File: src/rtl/ex_stage_pipe.sv
// Handshaked execute stage: operand-1 select, ALU with zero/overflow flags,
// registered result, and an optional 1-bit-per-cycle serial shifter.
module ex_stage_pipe #(
   parameter int WIDTH        = 16,
   parameter int IMM_W        = 8,
   parameter int SERIAL_SHIFT = 1,
   parameter int SAT          = 0
) (
   input  logic                       clk,
   input  logic                       rst,
   input  logic                       flush,
   input  logic                       in_vld,
   output logic                       in_rdy,
   input  logic [2:0]                 func,
   input  logic [WIDTH-1:0]           src0,
   input  logic [WIDTH-1:0]           p1,
   input  logic [IMM_W-1:0]           imm,
   input  logic                       src1sel,
   input  logic [$clog2(WIDTH)-1:0]   shamt,
   output logic                       out_vld,
   input  logic                       out_rdy,
   output logic [WIDTH-1:0]           dst,
   output logic                       zr,
   output logic                       ov,
   output logic                       busy
);
   localparam int SW = $clog2(WIDTH);

   localparam logic [2:0] F_ADD  = 3'b000;
   localparam logic [2:0] F_SUB  = 3'b001;
   localparam logic [2:0] F_AND  = 3'b010;
   localparam logic [2:0] F_NOR  = 3'b011;
   localparam logic [2:0] F_SLL  = 3'b100;
   localparam logic [2:0] F_SRL  = 3'b101;
   localparam logic [2:0] F_SRA  = 3'b110;

   localparam logic [WIDTH-1:0] SMAX = {1'b0, {(WIDTH-1){1'b1}}};
   localparam logic [WIDTH-1:0] SMIN = {1'b1, {(WIDTH-1){1'b0}}};

   typedef enum logic {IDLE, SHIFT} state_t;

   state_t           state_q, state_d;
   logic [WIDTH-1:0] work_q, work_d;
   logic [SW-1:0]    cnt_q, cnt_d;
   logic [1:0]       sop_q, sop_d;
   logic [WIDTH-1:0] dst_q, dst_d;
   logic             zr_q, zr_d;
   logic             ov_q, ov_d;
   logic             vld_q, vld_d;

   logic [WIDTH-1:0] src1;
   logic [WIDTH:0]   add_x, sub_x;
   logic [WIDTH-1:0] res, work_nx;
   logic             res_ov, is_shift, serial_go, accept;

   assign src1  = src1sel ? {{(WIDTH-IMM_W){imm[IMM_W-1]}}, imm} : p1;
   assign add_x = {src0[WIDTH-1], src0} + {src1[WIDTH-1], src1};
   assign sub_x = {src0[WIDTH-1], src0} - {src1[WIDTH-1], src1};

   assign is_shift  = (func == F_SLL) || (func == F_SRL) || (func == F_SRA);
   assign serial_go = (SERIAL_SHIFT != 0) && is_shift && (shamt != '0);

   assign busy    = (state_q == SHIFT);
   assign in_rdy  = !busy && (!vld_q || out_rdy);
   assign accept  = in_vld && in_rdy;
   assign out_vld = vld_q;
   assign dst     = dst_q;
   assign zr      = zr_q;
   assign ov      = ov_q;

   // Single-cycle result; the WIDTH+1 sum's top two bits disagree exactly on overflow.
   always_comb begin
      res    = '0;
      res_ov = 1'b0;
      case (func)
         F_ADD: begin
            res    = add_x[WIDTH-1:0];
            res_ov = add_x[WIDTH] ^ add_x[WIDTH-1];
         end
         F_SUB: begin
            res    = sub_x[WIDTH-1:0];
            res_ov = sub_x[WIDTH] ^ sub_x[WIDTH-1];
         end
         F_AND:   res = src0 & src1;
         F_NOR:   res = ~(src0 | src1);
         F_SLL:   res = src0 << shamt;
         F_SRL:   res = src0 >> shamt;
         F_SRA:   res = WIDTH'($signed(src0) >>> shamt);
         default: res = src1;
      endcase
      if ((SAT != 0) && res_ov)
         res = (func == F_ADD ? add_x[WIDTH] : sub_x[WIDTH]) ? SMIN : SMAX;
   end

   // sop_q holds func[1:0]: 00 SLL, 01 SRL, 10 SRA.
   always_comb begin
      case (sop_q)
         2'b00:   work_nx = {work_q[WIDTH-2:0], 1'b0};
         2'b01:   work_nx = {1'b0, work_q[WIDTH-1:1]};
         default: work_nx = {work_q[WIDTH-1], work_q[WIDTH-1:1]};
      endcase
   end

   always_comb begin
      state_d = state_q;
      work_d  = work_q;
      cnt_d   = cnt_q;
      sop_d   = sop_q;
      dst_d   = dst_q;
      zr_d    = zr_q;
      ov_d    = ov_q;
      vld_d   = vld_q;
      if (flush) begin
         state_d = IDLE;
         vld_d   = 1'b0;
      end else begin
         if (out_rdy) vld_d = 1'b0;
         case (state_q)
            IDLE: begin
               if (accept) begin
                  if (serial_go) begin
                     work_d  = src0;
                     cnt_d   = shamt;
                     sop_d   = func[1:0];
                     state_d = SHIFT;
                  end else begin
                     dst_d = res;
                     zr_d  = (res == '0);
                     ov_d  = res_ov;
                     vld_d = 1'b1;
                  end
               end
            end
            default: begin
               work_d = work_nx;
               cnt_d  = cnt_q - 1'b1;
               if (cnt_q == SW'(1)) begin
                  dst_d   = work_nx;
                  zr_d    = (work_nx == '0);
                  ov_d    = 1'b0;
                  vld_d   = 1'b1;
                  state_d = IDLE;
               end
            end
         endcase
      end
   end

   always_ff @(posedge clk or posedge rst) begin
      if (rst) begin
         state_q <= IDLE;
         work_q  <= '0;
         cnt_q   <= '0;
         sop_q   <= '0;
         dst_q   <= '0;
         zr_q    <= 1'b0;
         ov_q    <= 1'b0;
         vld_q   <= 1'b0;
      end else begin
         state_q <= state_d;
         work_q  <= work_d;
         cnt_q   <= cnt_d;
         sop_q   <= sop_d;
         dst_q   <= dst_d;
         zr_q    <= zr_d;
         ov_q    <= ov_d;
         vld_q   <= vld_d;
      end
   end
endmodule

File: config.mk
export PLATFORM = sky130hd
export DESIGN_NAME = ex_stage_pipe
export DESIGN_NICKNAME = d
export VERILOG_FILES = /design/src/rtl/ex_stage_pipe.sv
export SDC_FILE = /design/constraint.sdc
export NUM_CORES = 1
export LEC_CHECK = 0
export CAP_MARGIN = 20
export CORE_UTILIZATION = 35
export DETAILED_ROUTE_END_ITERATION = 6
export PLACE_DENSITY = 0.56
export SETUP_SLACK_MARGIN = 0.3
export SYNTH_ARGS = -nofsm -noshare
export SYNTH_HDL_FRONTEND = slang
export SYNTH_SLANG_ARGS = --single-unit
File: constraint.sdc
create_clock -name clk -period 2.1 [get_ports clk]
set_input_delay 0.315 -clock clk [delete_from_list [all_inputs] [get_ports clk]]
set_output_delay 0.315 -clock clk [all_outputs]
set_load 0.01 [all_outputs]
==> results.json, run 1 <==
{
  "outcome": "complete, but fails checks",
  "violations": "negative setup slack",
  "finalHoldViolCount": 0,
  "die_x_um": 139,
  "rows": 49,
  "synth_top_family_by_area": "compound AO/OA/AOI/OAI gates",
  "portBuffers": 73,
  "worstPathRequired_ps": 2320,
  "grt_pass1_vias": 8216,
  "setup_viol": 18,
  "synthXorXnorAreaFrac": 0.0172,
  "synth-compound-area-share": 0.288,
  "num_vias": 8543,
  "seq_area_um2": 1050,
  "syn-cell-area_um2": 6610,
  "busiest_layer": "met2",
  "r2r_setup_slack_ps": -80,
  "yosysSeqAreaShare": 0.159,
  "rsz0062_at_grt": "true",
  "place_ws_ps": -1720,
  "ys_async_sr_fraction": 1.00,
  "fillers": 1608,
  "synth_warnings": 0,
  "synth-adder-area-share": 0.106,
  "synth-simple-area-share": 0.218,
  "dr.pass1.iters": 5,
  "end_kind": "flip-flop",
  "ctsHoldBuffers": 0,
  "cts_sinks": 42,
  "cts_tree": "done",
  "routed_wl_um": 30700,
  "hold-worst-slack_ps": 476,
  "gp_congestion": 1.03,
  "ios": 74,
  "multiInputGateArea_um2": 5980,
  "criticalPathCategory": "input port to flip-flop",
  "slew_violations": 0,
  "final_common_cell": "buf_4",
  "worst_pin_slew_ps": 572,
  "timing.fmax_mhz": 327,
  "routedWlPerCell_um": 21.3,
  "postRouteAntennaNets": 0,
  "syn_inst": 878,
  "start_util": 0.363,
  "syn_nets": 986,
  "fin_crit_ps": 3060,
  "post-route-drc-count": 0,
  "cts.root.buffer_cell": "clkbuf_16",
  "timing.slew.headroom": 0.614,
  "final_cell_mix": "buf_4 (282), nand2_1 (92), nor2_1 (58)",
  "cp_max_fo": 3,
  "synthMuxAreaShare": 0.134,
  "hpwl_um": 23500,
  "avgViaCountPerCell": 5.91,
  "grt_remaining_overflow": 0,
  "rr_endpoint": "zr",
  "core_um2": 18200,
  "diodes": 0,
  "synth_edf_count": 0,
  "clkTransAtPathRegs_ps": 70,
  "cp-start-kind": "input port",
  "drive_above_1_share": 0.432,
  "cts_htree_levels": 2,
  "synth_area_per_cell_um2": 7.52,
  "stdcell_area_um2": 11000,
  "fin_ws_ps": -962,
  "clock_latency_ps": 290,
  "r2r_start": "cnt_q[1]",
  "drv_cap": 0,
  "fin_nets": 1324,
  "grt_first_pass_wirelength_um": 46300,
  "met3_usage": 0.0299,
  "skew_ps": 7.94,
  "placed_area_um2": 9560,
  "synth_cell_types": 84,
  "ys_seq_elements": 42,
  "power_per_cell_area_nw_per_um2": 506,
  "ir_drop_mv": 0.306,
  "ys.flop_type": "dfrtp_1",
  "min_period_over_period": 1.46,
  "fp.dieH_um": 139,
  "gr-usage-all-layers": 0.310,
  "area.growth.synth_to_final_pct": 67.3,
  "grt_max_degree": 43,
  "worst-endpoint-arrival_ps": 3290,
  "r2r_cells": 11,
  "cts_made_buffers": 5,
  "grt_use_met1": 0.393,
  "use_met2": 0.529,
  "post-route-util": 0.607,
  "drtIter0Drc": 740,
  "p_leak_nw": 4.93,
  "design.die.area_um2": 19400,
  "cts_buffer_depth": 2,
  "min_path_type": "input port to asynchronous set/reset pin",
  "antenna_found_initial": 0
}
[layout make-up]
type,count,area share
Sequential cell,42,0.0952
Multi-Input combinational cell,717,0.541
Timing Repair Buffer,391,0.304
Clock inverter,3,0.00215
Clock buffer,5,0.0113
Tap cell,229,0.0259
Inverter,59,0.0204
[how the worst max path moves through the flow]
stage,to,cells past startpoint,from
after floorplan,dst[15],15,src1sel
after CTS,dst[15],16,src1sel
after detailed placement,zr,17,src1sel
final,zr,14,p1[8]
after global placement,dst[14],18,src1sel
after global routing,zr,14,p1[6]
[worst max-delay path: stages]
cell	delay, ps
clkdlybuf4s50_1	450
a21oi_4	180
ha_4	230
or4b_4	560
a211oi_4	280
buf_6	160
buf_4	110
o31ai_2	70
a31oi_1	240
a32oi_2	110
o22ai_2	180
o2111a_1	200
nand3_1	80
o21ai_1	130
[cells in the mapped netlist, drive strengths merged, types with 7 or more instances]
cell type / count / area, um2
a211oi: 9 / 85.1
a21o: 13 / 97.6
a21oi: 51 / 259
a22oi: 8 / 60.1
a31oi: 10 / 62.6
buf: 26 / 159
clkbuf: 35 / 131
dfrtp: 42 / 1050
ha: 53 / 663
inv: 57 / 214
mux2: 16 / 184
mux2i: 34 / 340
mux4: 16 / 360
nand2: 100 / 375
nand2b: 13 / 81.3
nand3: 34 / 170
nor2: 63 / 236
nor2b: 12 / 75.1
nor3: 26 / 130
nor4: 7 / 43.8
o211ai: 8 / 60.1
o21a: 9 / 68.8
o21ai: 82 / 410
o221ai: 9 / 78.8
o22ai: 15 / 100
o31ai: 8 / 60.1
o32ai: 7 / 68.8
or3: 9 / 56.3
xnor2: 8 / 70.1
[flip-flops by register name, summed over array words and instances (netlist names)]
| name | cells |
|---|---|
| work_q | 16 |
| sop_q | 2 |
| busy | 1 |
| zr | 1 |
| cnt_q | 4 |
| out_vld | 1 |
| dst | 16 |
| ov | 1 |
[cells by family after synthesis]
| kind of cell | after synthesis |
|---|---|
| and+or+nand+nor | 301 |
| adders and majority gates | 55 |
| xor gates and xnor gates | 13 |
| DFF | 42 |
| AOI/OAI and AO/OA | 281 |
| muxes | 66 |
| buffers and inverters | 120 |
[metrics by stage]
| stage | power, mW | instances | TNS [ps] |
|---|---|---|---|
| after floorplan | 2.75 | 878 | -10750 |
| after global placement | 4.18 | 1392 | -35550 |
| after detailed placement | 4.20 | 1392 | -36720 |
| after CTS | 5.37 | 1439 | -12020 |
| after global routing | 5.90 | 1446 | -14270 |
| final | 5.59 | 1446 | -12720 |
[power by group]
group / switching [mW] / internal (mW)
Sequential: 0.220 / 1.04
Combinational: 1.77 / 1.78
Clock: 0.343 / 0.445
Total: 2.34 / 3.26
[metal layers]
metal | vias up | part of all wire | wire, um
met5 | - | 0 | 0
met3 | 92 | 0.065 | 2000
met1 | 4084 | 0.41 | 12700
met2 | 435 | 0.48 | 14600
li1 | 3932 | - | -
met4 | 0 | 0.046 | 1420
[timing repair]
item	CTS	global route
setup buffers	36	6
gates cloned	3	1
setup endpoints to repair	41	38
pin swaps	89	45
endpoints found under the hold margin	0	0
gates resized for setup	204	53
Note: power is estimated with default switching activity, not from simulation.
==> run 2, diff against run 1 <==
==> constraint.sdc (replaced) <==
create_clock -name clk -period 2.1 [get_ports clk]
set_input_delay 0.63 -clock clk [delete_from_list [all_inputs] [get_ports clk]]
set_output_delay 0.63 -clock clk [all_outputs]
set_load 0.01 [all_outputs]
==> run 2 against run 1 <==
The run still ends with negative setup slack left; clock skew decreased by 0.97 ps; clock power down 1%; first-iteration DRC count decreased by 27%; register-to-register slack about the same; combinational power about the same; critical path type unchanged; critical endpoint is now dst[9]; final cell count is 0.76% higher.
==> results.json, run 2 (synthesis results as in run 1) <==
{
  "outcome": "complete, but fails checks",
  "violations": "negative setup slack",
  "top_layer_used": "met4",
  "drv_cap": 0,
  "fin_nets": 1335,
  "seqPwrFrac": 0.229,
  "cp-start-kind": "input port",
  "postRouteAntennaNets": 0,
  "rr_endpoint": "zr",
  "fin_cells": 1457,
  "p_sw_frac": 0.418,
  "end_kind": "flip-flop",
  "gp_congestion": 1.01,
  "finalHoldViolCount": 0,
  "die_x_um": 139,
  "r2r_start": "cnt_q[1]",
  "antenna_found_initial": 0,
  "r2r_cells": 10,
  "rows": 49,
  "avgViaCountPerCell": 5.73,
  "min-delay-start": "dst[7]",
  "hpwl_um": 23100,
  "post-route-drc-count": 0,
  "slew_violations": 0,
  "criticalPathCategory": "input port to flip-flop",
  "internal_power_mw": 3.26,
  "grt_first_pass_wirelength_um": 46200,
  "skew_ps": 6.97,
  "cp-startpoint": "src1sel",
  "cts_tree": "done",
  "cts_sinks": 42,
  "fin_ws_ps": -1130,
  "met3_length_um": 1970,
  "design.die.area_um2": 19400,
  "clkTransAtPathRegs_ps": 60,
  "cts_buffer_depth": 2,
  "core_um2": 18200,
  "portBuffers": 73,
  "area.growth.synth_to_final_pct": 71.6,
  "fp.dieH_um": 139,
  "clkPwrFrac": 0.139,
  "comb_power_share": 0.633,
  "min_period_over_period": 1.54,
  "rsz0062_at_grt": "true",
  "dr.pass1.iters": 5,
  "gr-usage-all-layers": 0.309,
  "start_util": 0.363,
  "worstPathRequired_ps": 2270,
  "grt_pass1_vias": 8071,
  "fin_crit_ps": 3230,
  "min_path_type": "flip-flop to flip-flop",
  "r2r_setup_slack_ps": -80,
  "setup_viol": 40,
  "hold-worst-slack_ps": 478,
  "ctsHoldBuffers": 0,
  "min_to": "dst[7]",
  "cp_max_fo": 6,
  "wl_met1_um": 12500,
  "grt_max_degree": 46,
  "routed_wl_um": 30400,
  "timing.slew.headroom": 0.641,
  "ios": 74,
  "p_sw_mw": 2.34,
  "cts_made_buffers": 5,
  "dp.cells": 1381,
  "diodes": 0,
  "routedWlPerCell_um": 20.8,
  "drtIter0Drc": 543,
  "drive_above_1_share": 0.458,
  "grt_remaining_overflow": 0,
  "tns_ps": -20240,
  "num_vias": 8355,
  "p_leak_nw": 5.18,
  "final_cell_mix": "buf_4 (280), nand2_1 (81), nor2_1 (58)",
  "wl_met2_um": 14400,
  "final_common_cell": "buf_4",
  "clock_latency_ps": 290,
  "timing.fmax_mhz": 309,
  "cts.root.buffer_cell": "clkbuf_16",
  "worst-endpoint-arrival_ps": 3400,
  "worst_pin_slew_ps": 535,
  "whs_path_depth": 2,
  "cts_htree_levels": 2,
  "ir_drop_mv": 0.356,
  "power_per_cell_area_nw_per_um2": 495
}
[run 2: what timing repair did]
item,CTS,global route
buffers inserted,56,7
gates cloned,5,0
setup endpoints to repair,58,46
resized for setup,281,75
pin swaps,90,53
[run 2: worst max-delay path by stage]
stage | cells after the start | endpoint | slack, ps
after CTS | 15 | ov | -1080
after floorplan | 15 | dst[15] | -1440
after detailed placement | 14 | dst[15] | -2060
after global routing | 17 | zr | -1270
after global placement | 15 | dst[14] | -2030
final | 16 | dst[9] | -1130
[run 2: power groups by stage]
stage          sequential [mW]  clock (mW)  combinational, mW
2_1_floorplan             1.24           0               1.50
3_3_place_gp              1.25           0               2.88
3_5_place_dp              1.25           0               2.90
4_1_cts                   1.26       0.791               3.32
5_1_grt                   1.30       0.816               3.80
6_report                  1.28       0.777               3.55
[run 2: layout make-up]
type                    count  area (um2)
fillers                  1589        6870
multi-input cells         716        6100
repair buffers            403        3510
flip-flops and latches     42        1050
well taps                 229         287
inverters                  59         228
clock buffers               5         125
clock inverters             3        23.8
[run 2: layer usage]
metal / global-route usage / up-vias
li1: - / 3953
met3: 0.0437 / 92
met5: 0 / -
met2: 0.513 / 342
met4: 0.146 / 0
met1: 0.395 / 3968
[run 2: stage by stage]
step / util / power, mW / instance area (um2) / setup slack (ps)
final: 0.622 / 5.61 / 11300 / -1130
after detailed placement: 0.520 / 4.15 / 9460 / -2060
after floorplan: - / 2.74 / 6780 / -1440
after global placement: 0.520 / 4.13 / 9460 / -2030
after CTS: 0.602 / 5.37 / 11000 / -1080
after global routing: 0.622 / 5.92 / 11300 / -1270
[run 2: critical path, stage by stage]
cell,delay [ps]
buf_12,90
buf_6,110
mux2i_2,230
inv_2,70
buf_6,120
ha_4,150
or3_4,400
buf_6,140
a211oi_4,320
nor4_2,100
o21ai_2,180
o31ai_4,100
o31ai_2,240
buf_4,180
a21boi_2,60
mux2_4,270
==> run 3, diff against run 2 <==
--- a/config.mk
+++ b/config.mk
@@ -5,6 +5,7 @@
 export SDC_FILE = /design/constraint.sdc
 export NUM_CORES = 1
 export LEC_CHECK = 0
+export ABC_CLOCK_PERIOD_IN_PS = 2100
 export CAP_MARGIN = 20
 export CORE_UTILIZATION = 35
 export DETAILED_ROUTE_END_ITERATION = 6
==> constraint.sdc (replaced) <==
create_clock -name clk -period 2.1 [get_ports clk]
set_input_delay 0.21 -clock clk [delete_from_list [all_inputs] [get_ports clk]]
set_output_delay 0.21 -clock clk [all_outputs]
set_load 0.01 [all_outputs]
==> run 3 against run 2 <==
Fmax rose by 13%; sequential share of layout area up 0.16 points; largest power group unchanged; final cell count is 0.21% lower; the run ends with design-rule violations, negative setup slack left; die area is the same.
==> results.json, run 3 (synthesis results as in run 1) <==
{
  "fin_nets": 1332,
  "post-route-util": 0.612,
  "avgViaCountPerCell": 5.85,
  "place_ws_ps": -1510,
  "power_mw": 5.63,
  "worstPathRequired_ps": 2280,
  "grt_max_degree": 45,
  "timing.slew.headroom": 0.550,
  "post-route-drc-count": 1,
  "diodes": 0,
  "cts_made_buffers": 5,
  "p_leak_nw": 5.00,
  "gp_congestion": 1.04,
  "finalHoldViolCount": 0,
  "dr.pass1.iters": 7,
  "outcome": "complete, but fails checks",
  "violations": "design-rule violations, negative setup slack",
  "grt_first_pass_wirelength_um": 45500,
  "cp_cell_sequence": "buf_6 > buf_8 > buf_4 > mux2i_2 > ha_1 > or4b_4 > a211oi_4 > buf_6 > nor2_4 > a41oi_4 > a221oi_4 > mux2i_1 > o22ai_1 > a21oi_1 > mux2_4",
  "die_x_um": 139,
  "start_util": 0.363,
  "cp_max_fo": 6,
  "clock_latency_ps": 290,
  "fp.dieH_um": 139,
  "max_stage_delay_ps": 500,
  "cts_htree_levels": 2,
  "r2r_cells": 10,
  "setup_viol": 17,
  "core_um2": 18200,
  "clkTransAtPathRegs_ps": 70,
  "worst-endpoint-arrival_ps": 3040,
  "postRouteAntennaNets": 0,
  "hold-worst-slack_ps": 376,
  "drtIter0Drc": 854,
  "cp_common_cell": "buf_6",
  "drv_cap": 0,
  "cts_tree": "done",
  "final_common_cell": "buf_4",
  "crit_path_top_delay_cell": "or4b_4",
  "num_vias": 8508,
  "hpwl_um": 23800,
  "gr-usage-all-layers": 0.303,
  "placed_area_um2": 9630,
  "routed_wl_um": 30400,
  "ir_drop_mv": 0.347,
  "slew_violations": 0,
  "area.growth.synth_to_final_pct": 68.7,
  "tns_ps": -10090,
  "stdcell_area_um2": 11100,
  "antenna_found_initial": 0,
  "r2r_setup_slack_ps": -90,
  "rows": 49,
  "critPathCapture": "dst[15]",
  "skew_ps": 10.2,
  "end_kind": "flip-flop",
  "grt_pass1_vias": 8101,
  "cp-startpoint": "src1sel",
  "routedWlPerCell_um": 20.9,
  "min_period_over_period": 1.36,
  "portBuffers": 73,
  "power_per_cell_area_nw_per_um2": 505,
  "final_cell_mix": "buf_4 (296), nand2_1 (85), nor2_1 (59)",
  "r2r_start": "cnt_q[1]",
  "cts_sinks": 42,
  "drive_above_1_share": 0.444,
  "fin_cells": 1454,
  "ios": 74,
  "worst_pin_slew_ps": 670,
  "criticalPathCategory": "input port to flip-flop",
  "fin_crit_ps": 2860,
  "min_path_type": "input port to asynchronous set/reset pin",
  "design.die.area_um2": 19400,
  "cp-start-kind": "input port",
  "fin_ws_ps": -763,
  "rr_endpoint": "zr",
  "dp.cells": 1406,
  "cts_buffer_depth": 2,
  "grt_remaining_overflow": 0,
  "cts.root.buffer_cell": "clkbuf_16",
  "timing.fmax_mhz": 349,
  "rsz0062_at_grt": "true"
}
## run 3: cell count changes in the layout (fill, tap and decap cells not counted), moves of 4 or more
cell	before	now
buf_8	0	5
o21ai_1	27	21
inv_2	11	7
inv_1	44	49
o21ai_0	40	45
buf_4	280	296
buf_12	13	6
clkdlybuf4s50_1	8	38
nand2_1	81	85
dlygate4sd2_1	48	24
buf_2	7	2
buf_6	34	20
buf_16	5	0
## run 3: critical path: cells and delay by family
family	cells	cell delay [ps]
adders and majority gates	1	320
muxes	3	570
and+or+nand+nor	2	550
AOI/OAI and AO/OA	5	860
buffers and inverters	4	510
## run 3: timing repair
action                                  CTS  global route
endpoints found under the setup margin   40            36
pin swaps                                79            58
cloned                                    1             2
hold buffers                              0             0
hold endpoints to repair                  0             0
setup buffers                            20            17
gates resized for setup                 172           112
## run 3: per-layer routing
layer,track usage,part of all wire,vias up
met5,0,0,-
met4,0.104,0.033,0
met3,0.0492,0.071,62
met2,0.504,0.47,355
met1,0.396,0.43,4151
li1,-,-,3940
## run 3: where the power goes
part	switching, mW	internal [mW]	total, mW	leakage (nW)
combinational	1.77	1.78	3.55	4.40
sequential	0.235	1.04	1.27	0.523
clock	0.350	0.455	0.805	0.0763
total	2.35	3.28	5.63	5.00
## run 3: cell type report
| cell class | instances | area, um2 |
|---|---|---|
| Fill cell | 1617 | 7060 |
| Multi-Input combinational cell | 716 | 6030 |
| Timing Repair Buffer | 400 | 3390 |
| Sequential cell | 42 | 1050 |
| Tap cell | 229 | 287 |
| Inverter | 59 | 235 |
| Clock buffer | 5 | 125 |
| Clock inverter | 3 | 28.8 |
## run 3: worst min path at each step
stage	endpoint	depth (start not counted)	slack, ps
floorplan	out_vld	1	270
global placement	dst[13]	1	460
detailed placement	dst[13]	1	470
CTS	work_q[10]	3	390
global route	sop_q[0]	3	420
finish	work_q[15]	3	380
